**src/rtl/alu_arbiter.sv**
```systemverilog
// Round-robin arbiter sharing one combinational ALU between two requesters.
// The granted operation's result and flags land in a single registered
// response slot that holds until the consumer takes it.
module alu_arbiter #(
  parameter int unsigned width = 32
) (
  input  logic             clk,
  input  logic             reset,
  input  logic             req0_valid,
  output logic             req0_ready,
  input  logic [width-1:0] req0_a,
  input  logic [width-1:0] req0_b,
  input  logic [1:0]       req0_ctrl,
  input  logic             req1_valid,
  output logic             req1_ready,
  input  logic [width-1:0] req1_a,
  input  logic [width-1:0] req1_b,
  input  logic [1:0]       req1_ctrl,
  output logic             rsp_valid,
  input  logic             rsp_ready,
  output logic             rsp_id,
  output logic [width-1:0] rsp_result,
  output logic [3:0]       rsp_flags
);

  typedef enum logic {StEmpty, StFull} slot_state_e;

  slot_state_e      state_q, state_d;
  logic [width-1:0] result_q, result_d;
  logic [3:0]       flags_q, flags_d;
  logic             id_q, id_d;
  logic             last_grant_q, last_grant_d;

  logic             slot_free, grant, accept;
  logic [width-1:0] alu_a, alu_b, alu_result;
  logic [1:0]       alu_ctrl;
  logic [width:0]   sum_ext;
  logic             alu_c, alu_v;
  logic [3:0]       alu_flags;

  // Arbitration: single requester wins outright, a tie goes to the one not served last.
  always_comb begin
    grant = 1'b0;
    if (req0_valid && req1_valid) begin
      grant = ~last_grant_q;
    end else if (req1_valid) begin
      grant = 1'b1;
    end
    slot_free  = (state_q == StEmpty) || rsp_ready;
    // Readies are held low while reset is asserted, not just after it.
    accept     = !reset && slot_free && (req0_valid || req1_valid);
    req0_ready = accept && !grant;
    req1_ready = accept && grant;
  end

  // Operand mux in front of the shared ALU.
  always_comb begin
    alu_a    = grant ? req1_a    : req0_a;
    alu_b    = grant ? req1_b    : req0_b;
    alu_ctrl = grant ? req1_ctrl : req0_ctrl;
  end

  // Shared combinational ALU; SUB is A + ~B + 1 so carry-out means no borrow.
  always_comb begin
    sum_ext    = '0;
    alu_result = '0;
    alu_c      = 1'b0;
    alu_v      = 1'b0;
    unique case (alu_ctrl)
      2'b00: begin
        sum_ext    = {1'b0, alu_a} + {1'b0, alu_b};
        alu_result = sum_ext[width-1:0];
        alu_c      = sum_ext[width];
        alu_v      = (alu_a[width-1] == alu_b[width-1]) &&
                     (alu_result[width-1] != alu_a[width-1]);
      end
      2'b01: begin
        sum_ext    = {1'b0, alu_a} + {1'b0, ~alu_b} + {{width{1'b0}}, 1'b1};
        alu_result = sum_ext[width-1:0];
        alu_c      = sum_ext[width];
        alu_v      = (alu_a[width-1] != alu_b[width-1]) &&
                     (alu_result[width-1] != alu_a[width-1]);
      end
      2'b10: alu_result = alu_a & alu_b;
      2'b11: alu_result = alu_a | alu_b;
    endcase
    alu_flags = {alu_v, alu_c, alu_result[width-1], alu_result == '0};
  end

  // Slot FSM next state: load on accept, empty on drain, otherwise hold.
  always_comb begin
    state_d      = state_q;
    result_d     = result_q;
    flags_d      = flags_q;
    id_d         = id_q;
    last_grant_d = last_grant_q;
    unique case (state_q)
      StEmpty: begin
        if (accept) state_d = StFull;
      end
      StFull: begin
        if (!accept && rsp_ready) state_d = StEmpty;
      end
    endcase
    if (accept) begin
      result_d     = alu_result;
      flags_d      = alu_flags;
      id_d         = grant;
      last_grant_d = grant;
    end
  end

  // State registers; last_grant resets to 1 so req0 wins the first tie.
  always_ff @(posedge clk or posedge reset) begin
    if (reset) begin
      state_q      <= StEmpty;
      result_q     <= '0;
      flags_q      <= '0;
      id_q         <= 1'b0;
      last_grant_q <= 1'b1;
    end else begin
      state_q      <= state_d;
      result_q     <= result_d;
      flags_q      <= flags_d;
      id_q         <= id_d;
      last_grant_q <= last_grant_d;
    end
  end

  assign rsp_valid  = (state_q == StFull);
  assign rsp_id     = id_q;
  assign rsp_result = result_q;
  assign rsp_flags  = flags_q;

endmodule

```
**config.mk**
```make
export PLATFORM = sky130hd
export DESIGN_NAME = alu_arbiter
export DESIGN_NICKNAME = d
export VERILOG_FILES = /design/src/rtl/alu_arbiter.sv
export SDC_FILE = /design/constraint.sdc
export NUM_CORES = 1
export LEC_CHECK = 0
export BUFFER_PORTS_ARGS = -buffer_cell sky130_fd_sc_hd__clkbuf_2
export CAP_MARGIN = 40
export CORE_AREA = 4 4 124 126
export DETAILED_ROUTE_END_ITERATION = 8
export DIE_AREA = 0 0 128 130
export HOLD_SLACK_MARGIN = 0.15
export PLACE_DENSITY = 0.9
export SYNTH_ARGS = -nofsm -noshare
export SYNTH_HDL_FRONTEND = slang
export SYNTH_SLANG_ARGS = --single-unit
```
**constraint.sdc**
```tcl
create_clock -name clk -period 8.6 [get_ports clk]
set_clock_uncertainty 0.05 [all_clocks]
set_input_delay 0.86 -clock clk [delete_from_list [all_inputs] [get_ports clk]]
set_output_delay 0.86 -clock clk [all_outputs]
set_load 0.01 [all_outputs]
```
# [Yosys cells after proc, flatten, opt, wreduce, memory -nomap -nowiden]
# Cells that the tools add are included.
[totals] register_bits=39 in_bits=137 out_inout_bits=40 word_cells=46
[op_classes] n_addsub=3 n_eq_ne=7 n_mux=11 bitwise_logic=5 n_reduce_logical=15
[op_table] cell="$pmux W32 S4" count=1
[op_table] cell="$add A32 B32 Y33" count=2
[op_table] cell="$mux W32" count=2
[op_table] cell="$add A33 B1 Y33 const B" count=1
[op_table] cell="$and A32 B32 Y32" count=1
[op_table] cell="$logic_not A32 Y1" count=1
[op_table] cell="$not A32 Y32" count=1
[op_table] cell="$or A32 B32 Y32" count=1
[op_table] cell="$logic_and A1 B1 Y1" count=8
[op_table] cell="$pmux W1 S2" count=3
[op_table] cell="$eq A2 B2 Y1 const B" count=2
[op_table] cell="$mux W1" count=4
[op_table] cell="$logic_not A1 Y1" count=3
[op_table] cell="$ne A1 B1 Y1" count=3
[op_table] cell="$eq A2 B1 Y1 const B" count=1
[op_table] cell="$logic_not A2 Y1" count=1
[op_table] cell="$logic_or A1 B1 Y1" count=2
[op_table] cell="$mux W2" count=1
[op_table] cell="$not A1 Y1" count=2
[op_table] cell="$eq A1 B1 Y1" count=1

# [Depth between registers and ports, before layout]
# Gate-level depths: netlist (run 1).
[logic_depth] word_depth=9 mapped_depth=21 depth_no_buf=19

# [Worst setup path before layout (run 1)]
# OpenSTA, ideal clock, no wires.
[synth_path] path_type="input -> register" start="input req1_valid" end="register flags_q[0] (netlist: rsp_flags[0])" setup_time_ns=0.117 arrival_ns=5.230 required_time_ns=8.433 setup_slack_ns=3.203 stages=20 path_buffers=4 path_cell_list="a21bo_2 > clkbuf_1 > clkbuf_1 > clkbuf_1 > nand2_1 > nand2_1 > ha_1 > buf_6 > or4_4 > nor4_2 > o22a_2 > o21ai_2 > a2111oi_4 > nor4_1 > or4_1 > and2_4 > a2111oi_4 > nor4_1 > nand4b_1 > nand2_1"
[synth_between] elab_chain_len=8 elab_cells_between_ends=20 classes_between="add/sub (3); eq/ne (3); mux (6); bitwise (3); reduce/logical (5)"
[synth_rtl] element="start, declared" line_no="14" source="input logic req1_valid,"
[synth_rtl] element="$mux W1 or $logic_and A1 B1 Y1 (tied branches)" line_no="46, 44"
[synth_rtl] element="$mux W1" line_no="44" source="if (req0_valid && req1_valid) begin"
[synth_rtl] element="$mux W32" line_no="59" source="alu_b = grant ? req1_b : req0_b;"
[synth_rtl] element="$not A32 Y32" line_no="78" source="sum_ext = {1'b0, alu_a} + {1'b0, ~alu_b} + {{width{1'b0}}, 1'b1};"
[synth_rtl] element="$add A32 B32 Y33" line_no="78"
[synth_rtl] element="$add A33 B1 Y33" line_no="78"
[synth_rtl] element="$pmux W32 S4" line_no="69" source="unique case (alu_ctrl)"
[synth_rtl] element="$logic_not A32 Y1" line_no="87" source="alu_flags = {alu_v, alu_c, alu_result[width-1], alu_result == '0};"
[synth_rtl] element="end signal, assigned" line_no="124" source="flags_q <= flags_d;"
[synth_rtl] element="end, declared" line_no="30" source="logic [3:0] flags_q, flags_d;"
# Parallel ways exist; a longest one is shown, timed or not.
# A chain may end at the register's enable or synchronous reset.

# [Worst setup path in the final report (run 1)]
# Ends and elaborated chain as after synthesis.

==> results of run 1 <==
## path summary, 6_finish.rpt
path / endpoint / cells past startpoint / start / slack (ps)
max in group asynchronous: last_grant_q / 3 / reset / 7530
max reg2reg: rsp_flags[0] / 19 / last_grant_q / 3210
min in group asynchronous: rsp_flags[2] / 3 / reset / 620
max: rsp_flags[0] / 20 / req1_valid / 2900
min: rsp_result[20] / 2 / rsp_result[20] / 430
min reg2reg: rsp_result[20] / 2 / rsp_result[20] / 430
## area by class of cell
type / count / area (µm²)
clock buffer: 5 / 125.1
sequential: 38 / 952.2
clock inverter: 3 / 68.82
timing repair buffer: 189 / 1010
fill: 1367 / 5420
multi-input combinational: 988 / 6162
tap: 184 / 230.2
inverter: 92 / 345.3
## routing by layer
| layer | share of wire, % | routed length, µm |
|---|---|---|
| met5 | 0 | 0 |
| met2 | 43 | 11480 |
| met3 | 13 | 3343 |
| met1 | 42 | 11230 |
| met4 | 2.2 | 577 |
## where the power goes
group          internal, mW  leakage [nW]  switching (mW)
Clock                 0.167        0.0940          0.0729
Combinational         0.371          3.98           0.658
Sequential            0.230         0.468          0.0349
## stage by stage
step	area (µm²)	std cells	total power [mW]	hold slack (ps)	utilization (%)
after floorplan	7685	1184	0.9521	457.0	-
after global placement	8646	1488	1.235	409.5	60.40
after detailed placement	8700	1491	1.258	416.9	60.78
after CTS	8894	1499	1.504	431.0	62.13
after global routing	8894	1499	1.641	445.4	62.13
final	8894	1499	1.533	426.8	62.13
## cell usage in the layout (no fill, tap or decap), drive strengths merged, types with 18 or more instances in the layout
master	count
a21oi	73
inv	91
a211oi	23
ha	94
nand2	300
dfrtp	37
a21o	18
nor3	28
clkbuf	181
nand2b	22
o21ai	76
nor2	79
## state kept, by name, summed over array words and instances, names as in the netlist
signal,cells
rsp_valid,1
rsp_flags,4
rsp_result,31
last_grant_q,1
rsp_id,1
## cell families (layout without fill, tap and decap cells)
kind of cell	count (synthesis)	count (layout)	synth area share (%)
compound gates	346	346	30.59
flops	38	38	12.39
buf+inv	158	289	7.929
mux	13	13	1.775
xor+xnor	11	11	1.254
fa+ha+maj	96	96	15.83
simple gates	522	522	30.23
## worst register-to-register path, stage by stage (launching register included)
cell and delay, ps:
dfstp_2 390, a21boi_4 520, buf_4 590, nand2_1 140, nand2_1 140, ha_1 210
inv_1 80, fa_1 480, nor2b_1 140, o211ai_1 110, nand3b_1 230, a211oi_1 130
o21ai_1 520, a311oi_1 320, o21ai_0 450, o221ai_1 190, a22oi_1 220, and4_1 260
nand4b_1 110, nand2_1 70
==> flow_summary.ini, run 1 <==
[outcome]
status = completed

[die]
boundaryPins = 177
coreArea_mm2 = 0.01431
die_x_um = 128
num_rows = 44
dieArea_mm2 = 0.01664
dieHeight_um = 130
start_util_pct = 53.69

[synth]
synth_top_area_share_pct = 15.30
ys_seq_area_share_pct = 12.39
ys.flop_type = dfrtp_1
yosysMostFrequentCell = nand2_1
synth_area_leader_cell = ha_1
synth_edf_count = 0
synthTopCellsByCount = nand2_1, ha_1, inv_1, nor2_1, a21oi_1
netlist_area_mm2 = 0.007685
yosys-top-cells-area = ha_1, nand2_1, dfrtp_1
synth_warnings = 0
synth-async-reset-ratio_pct = 100.0
avgSynthCellArea_um2 = 6.491
netlist-cell-type-count = 80
syn_inst = 1184
synth_nets = 1417
synth_seq_cells = 38

[global_route]
met2_usage_pct = 49.17
top_usage_layer = met2
grt_pass1_vias = 8463
grt_pass1_wl_um = 42680
grt_overflow_total = 0
antenna_found_initial = 0
grt_usage_pct = 30.95
grtUsageMet3_pct = 5.076
use_met1_pct = 43.80
grt_start_max_net_pins = 52

[power]
p_leak_nw = 4.542
powerDensity_mw_per_mm2 = 172.4
ir_worst_vdd_mv = 0.1006

[critical_path]
slowest_stage = buf_4
crit_required_ps = 8780
worstSetupPathType = in -> reg
cp_cell_sequence = clkbuf_2 > a21boi_4 > buf_4 > nand2_1 > nand2_1 > ha_1 > inv_1 > fa_1 > nor2b_1 > o211ai_1 > nand3b_1 > a211oi_1 > o21ai_1 > a311oi_1 > o21ai_0 > o221ai_1 > a22oi_1 > and4_1 > nand4b_1 > nand2_1
worstPathMaxFanout = 51
slowest_delay_ps = 580
cp.arrival_ps = 5880
critPathBufInv = 3
critPathMostFrequentCell = nand2_1
crit_family = compound AO/OA/AOI/OAI gates
start_kind = input port
endpoint_kind = register

[sta]
worstMarginPinSlew_ps = 761.0
slew_headroom_pct = 47.96
setup_viol = 0
min_period_over_period_pct = 66.29
fmax_mhz = 175.4
finalWorstSetupSlack_ps = 2899
maxSlewViolCount = 0
setup-tns-final_ps = 0
rsz0062_at_grt = no
fin_crit_ps = 5701
hold_violations = 0

[route]
ant_nets = 0
vias = 9385
drtIter0Drc = 1531
drc = 0
vias_per_cell = 6.261
firstDrtPassIters = 6
wirelength_um = 26630
avgRoutedWirePerCell_um = 17.76

[clock_network]
cts_tree = yes
cts_sinks = 38
cts_buffers = 5
clockBufferDepth = 2
htree_num_levels = 2
cts_root_buffer = clkbuf_16
clkTransAtPathRegs_ps = 60
post_cts_buffers = 0
clkLatencyLatePin_ps = 280
cts_hold_buffers = 0
post_cts_resized = 0

[worst_hold_path]
min_path_type = reg -> reg

[placed_design]
gp_congestion = 0.9887
place_ws_ps = 2696
port_buffers = 176
dp_hpwl_um = 20870

[finish]
finalNetCount = 1547
diodes = 0
area_growth_pct = 15.73
layout-drive-gt1-share_pct = 17.34

[job]
drv_cap = 0
No activity file was read; power rests on OpenSTA's default activity.
==> inputs of run 2 (changes only) <==
==> constraint.sdc (replaced) <==
create_clock -name clk -period 5.6 [get_ports clk]
set_clock_uncertainty 0.05 [all_clocks]
set_input_delay 0.56 -clock clk [delete_from_list [all_inputs] [get_ports clk]]
set_output_delay 0.56 -clock clk [all_outputs]
set_load 0.01 [all_outputs]
==> run 2 against run 1 <==
  * Critical path depth decreased by 1
  * Die area unchanged
  * Cell area rose by 1.0%
  * Sequential power is 52% higher
  * Non-clock buffer count grew 12
  * Clock-buffer cell count is the same
  * Worst setup slack got worse by 2400 ps
  * Sequential share of layout area decreased by 0.11 points
  * Wire length up 3.2%
  * Worst hold slack got worse by 120 ps
  * Sequential cell count stayed put
  * Largest cell class unchanged
==> flow_summary.ini, run 2 (synthesis results as in run 1) <==
[outcome]
status = completed

[die]
coreArea_mm2 = 0.01431
dieHeight_um = 130
num_rows = 44
die_x_um = 128
boundaryPins = 177
start_util_pct = 53.69
dieArea_mm2 = 0.01664

[finish]
most-common-layout-cells = nand2_1, clkbuf_2, ha_1, inv_1, nor2_1
diodes = 0
area_growth_pct = 16.90
layout-drive-gt1-share_pct = 18.09
largest_reg_flops = 31
regArea_um2 = 952.2
multi_input_area_mm2 = 0.006153
final.fill_count = 1353
final_common_cell = nand2_1
finalNetCount = 1559

[power]
p_seq_share_pct = 16.8
ir_worst_vdd_mv = 0.1353
clkPwrFrac_pct = 15.4
combPwrFrac_pct = 67.8
powerDensity_mw_per_mm2 = 266.4
p_leak_nw = 4.600
swShare_pct = 49.79
switchingPower_mw = 1.192
p_int_mw = 1.202

[clock_network]
clkLatencyLatePin_ps = 280
cts_buffers = 5
htree_num_levels = 2
cts_root_buffer = clkbuf_16
clkTransAtPathRegs_ps = 60
cts_sinks = 38
post_cts_buffers = 0
clockBufferDepth = 2
cts_tree = yes
post_cts_resized = 0
cts_hold_buffers = 0

[sta]
slew_headroom_pct = 35.51
worstMarginPinSlew_ps = 965.0
maxSlewViolCount = 0
min_period_over_period_pct = 91.28
fmax_mhz = 195.6
hold_violations = 0
whs_ps = 306.8
rsz0062_at_grt = no
setup_viol = 0
setup-tns-final_ps = 0
fin_crit_ps = 5112

[worst_hold_path]
min_path_type = in -> async

[critical_path]
worstPathMaxFanout = 58
start_kind = register
slowest_delay_ps = 570
cp.arrival_ps = 5240
crit_required_ps = 5730
slowest_stage = dfstp_2
worstSetupPathType = reg -> reg
endpoint_kind = register
cp_cell_sequence = a21bo_2 > buf_12 > nand2_1 > and2_1 > ha_1 > inv_1 > fa_1 > nand2b_1 > a221oi_1 > o22a_2 > o21ai_2 > a2111oi_4 > nor4_1 > or4_1 > and2_4 > a2111oi_4 > nor4_1 > nand4b_1 > nand2_1

[job]
drv_cap = 0

[global_route]
grt_overflow_total = 0
antenna_found_initial = 1
grt_pass1_vias = 8399
grt_usage_pct = 31.67
grt_start_max_net_pins = 59
grt_pass1_wl_um = 43260

[route]
drtIter0Drc = 1205
wirelength_um = 27490
vias_per_cell = 6.277
drc = 0
ant_nets = 0
avgRoutedWirePerCell_um = 18.19
vias = 9485
firstDrtPassIters = 6

[placed_design]
gp_congestion = 1.045
dp_hpwl_um = 21720
port_buffers = 176
## run 2: layout make-up
type                       instances  share of cell area (%)
timing repair buffer             201                   12.34
multi-input combinational        988                   68.50
tap                              184                   2.563
inverter                          92                   3.844
clock inverter                     3                  0.7660
sequential                        38                   10.60
clock buffer                       5                   1.393
## run 2: final timing paths
kind,start,to,slack (ps),cells after the start
max,last_grant_q,rsp_flags[0],490,19
min,reset,rsp_flags[1],310,3
max reg2reg,last_grant_q,rsp_flags[0],490,19
min reg2reg,rsp_result[5],rsp_result[5],430,2
max in group asynchronous,reset,last_grant_q,4840,3
min in group clk,rsp_result[5],rsp_result[5],430,2
## run 2: worst max-delay path, delay by kind of cell, from the launching register on
family	cells	cell delay, ps
flops	1	570
compound gates	6	1990
fa+ha+maj	2	460
simple gates	9	1450
buf+inv	2	450
## run 2: per-layer routing
layer  wire length, µm  global-route usage, %
met2             11480                  47.41
met3              3380                  6.918
met4               750                  9.738
met5                20                      0
met1             11860                  45.50
## run 2: power by group through the flow
stage	registers (mW)	logic, mW	clock network (mW)
floorplan	0.433	1.03	0
global placement	0.402	1.53	0
detailed placement	0.406	1.55	0
CTS	0.402	1.57	0.365
global route	0.410	1.77	0.382
finish	0.403	1.62	0.368
## run 2: stage by stage
step / instance area (µm²) / power (mW) / setup WS (ps) / cells / utilization [%]
2_1_floorplan: 7685 / 1.462 / 503.0 / 1184 / -
3_3_place_gp: 8747 / 1.931 / 418.8 / 1501 / 61.11
3_5_place_dp: 8790 / 1.960 / 389.8 / 1503 / 61.41
4_1_cts: 8984 / 2.336 / 601.5 / 1511 / 62.76
5_1_grt: 8984 / 2.558 / 211.1 / 1511 / 62.76
6_report: 8984 / 2.393 / 488.5 / 1511 / 62.76
==> inputs of run 3 (changes only) <==
--- a/config.mk
+++ b/config.mk
@@ -11,7 +11,7 @@
 export DETAILED_ROUTE_END_ITERATION = 8
 export DIE_AREA = 0 0 128 130
 export HOLD_SLACK_MARGIN = 0.15
-export PLACE_DENSITY = 0.9
+export PLACE_DENSITY_LB_ADDON = 0.3
 export SYNTH_ARGS = -nofsm -noshare
 export SYNTH_HDL_FRONTEND = slang
 export SYNTH_SLANG_ARGS = --single-unit
==> run 3 against run 2 <==
  * Die area did not move
  * Combinational power is essentially flat
  * Cell count is 0.26% higher
  * Critical path depth decreased by 3
  * Non-clock buffer count up 4
  * Wire length shrank 3.2%
  * Global-route usage is 1.0 points lower
  * First-iteration DRC count rose by 2.8%
  * Critical path type unchanged
  * Critical endpoint unchanged
==> flow_summary.ini, run 3 (synthesis results as in run 1) <==
[outcome]
status = completed

[sta]
worstMarginPinSlew_ps = 857.5
rsz0062_at_grt = no
slew_headroom_pct = 41.20
setup-tns-final_ps = 0
hold_violations = 0
setup_viol = 0
fin_crit_ps = 5146
maxSlewViolCount = 0
fmax_mhz = 194.3
min_period_over_period_pct = 91.89

[global_route]
grt_usage_pct = 30.68
grt_start_max_net_pins = 49
antenna_found_initial = 0
grt_pass1_wl_um = 42010
grt_overflow_total = 0
grt_pass1_vias = 8228

[route]
ant_nets = 0
vias = 9235
vias_per_cell = 6.096
top_layer_used = met4
firstDrtPassIters = 6
drc = 0
avgRoutedWirePerCell_um = 17.57
drtIter0Drc = 1239
wl_met1_um = 12000
wirelength_um = 26620
wl_met2_um = 11020
routed-wl-met3_um = 3140

[clock_network]
clkTransAtPathRegs_ps = 60
htree_num_levels = 2
clockBufferDepth = 2
clkLatencyLatePin_ps = 280
cts_root_buffer = clkbuf_16
cts_tree = yes
cts_hold_buffers = 0
post_cts_resized = 0
cts_sinks = 38
post_cts_buffers = 0
cts_buffers = 5

[power]
clkPwrFrac_pct = 13.8
p_leak_nw = 4.602
combPwrFrac_pct = 69.0
ir_worst_vdd_mv = 0.1349
p_int_mw = 1.159
switchingPower_mw = 1.173
swShare_pct = 50.32
p_seq_share_pct = 17.3
powerDensity_mw_per_mm2 = 260.1
finalPower_mw = 2.332

[finish]
finalNetCount = 1563
most-common-layout-cells = nand2_1, clkbuf_2, ha_1, inv_1, nor2_1
diodes = 0
layout-drive-gt1-share_pct = 18.33
final_common_cell = nand2_1
area_growth_pct = 16.66
largest_reg_flops = 31

[critical_path]
start_kind = register
critPathMostFrequentCell = nand2_1
slowest_stage = a2111oi_0
endpoint_kind = register
worstPathMaxFanout = 23
cp_cell_sequence = a21bo_2 > buf_4 > nand2_1 > nand2_1 > inv_1 > ha_1 > a2111oi_0 > a21oi_1 > a211oi_1 > o21a_1 > o311ai_1 > a2111oi_1 > nand3_1 > and4_1 > nand4b_1 > nand2_1
cp.arrival_ps = 5270
crit_required_ps = 5730
worstSetupPathType = reg -> reg
slowest_delay_ps = 680

[die]
dieArea_mm2 = 0.01664
num_rows = 44
die_x_um = 128
coreArea_mm2 = 0.01431
dieHeight_um = 130
start_util_pct = 53.69
boundaryPins = 177

[placed_design]
gp_congestion = 1.015
port_buffers = 176
dp_hpwl_um = 21100

[job]
drv_cap = 0

[worst_hold_path]
min_path_type = in -> async
[run 3: final cells by class]
class | instances | area, µm²
timing repair buffer | 205 | 1119
inverter | 92 | 345.3
multi-input combinational | 988 | 6153
sequential | 38 | 952.2
clock inverter | 3 | 40.04
fill | 1382 | 5349
tap | 184 | 230.2
clock buffer | 5 | 125.1
[run 3: worst paths after layout]
check	startpoint	to	slack, ps	cells after the start
hold / removal	reset	rsp_result[26]	320	3
setup reg to reg	last_grant_q	rsp_flags[0]	450	16
setup / recovery	last_grant_q	rsp_flags[0]	450	16
hold reg to reg	rsp_result[23]	rsp_result[23]	420	2
min in group clk	rsp_result[23]	rsp_result[23]	420	2
max in group asynchronous	reset	last_grant_q	4820	3
[run 3: through the flow]
stage,utilization [%],setup WS (ps),hold slack [ps],cell area (µm²),cells
final,62.63,454.0,316.3,8965,1515
after global routing,62.63,146.8,375.5,8965,1515
after CTS,62.63,597.9,332.8,8965,1515
after detailed placement,61.48,412.7,412.8,8800,1507
after global placement,61.37,417.1,408.6,8785,1506
after floorplan,-,503.0,457.0,7685,1184
[run 3: power by group through the flow]
stage | Sequential [mW] | Clock, mW | Combinational [mW]
2_1_floorplan | 0.433 | 0 | 1.03
3_3_place_gp | 0.403 | 0 | 1.54
3_5_place_dp | 0.407 | 0 | 1.55
4_1_cts | 0.403 | 0.321 | 1.56
5_1_grt | 0.411 | 0.332 | 1.76
6_report | 0.403 | 0.321 | 1.61
[run 3: critical path, delay by kind of cell (launching register included)]
kind,cells,cell delay [ps]
buffers and inverters,2,390
AND/OR/NAND/NOR,6,730
AO/OA/AOI/OAI,7,3030
flip-flops,1,560
adder cells (fa/ha/maj),1,240
[run 3: layer usage]
metal  vias up  GRT usage (%)
li1       4454              -
met3        41          4.953
met4         0          6.742
met1      4209          45.68
met2       531          46.58
met5         -              0
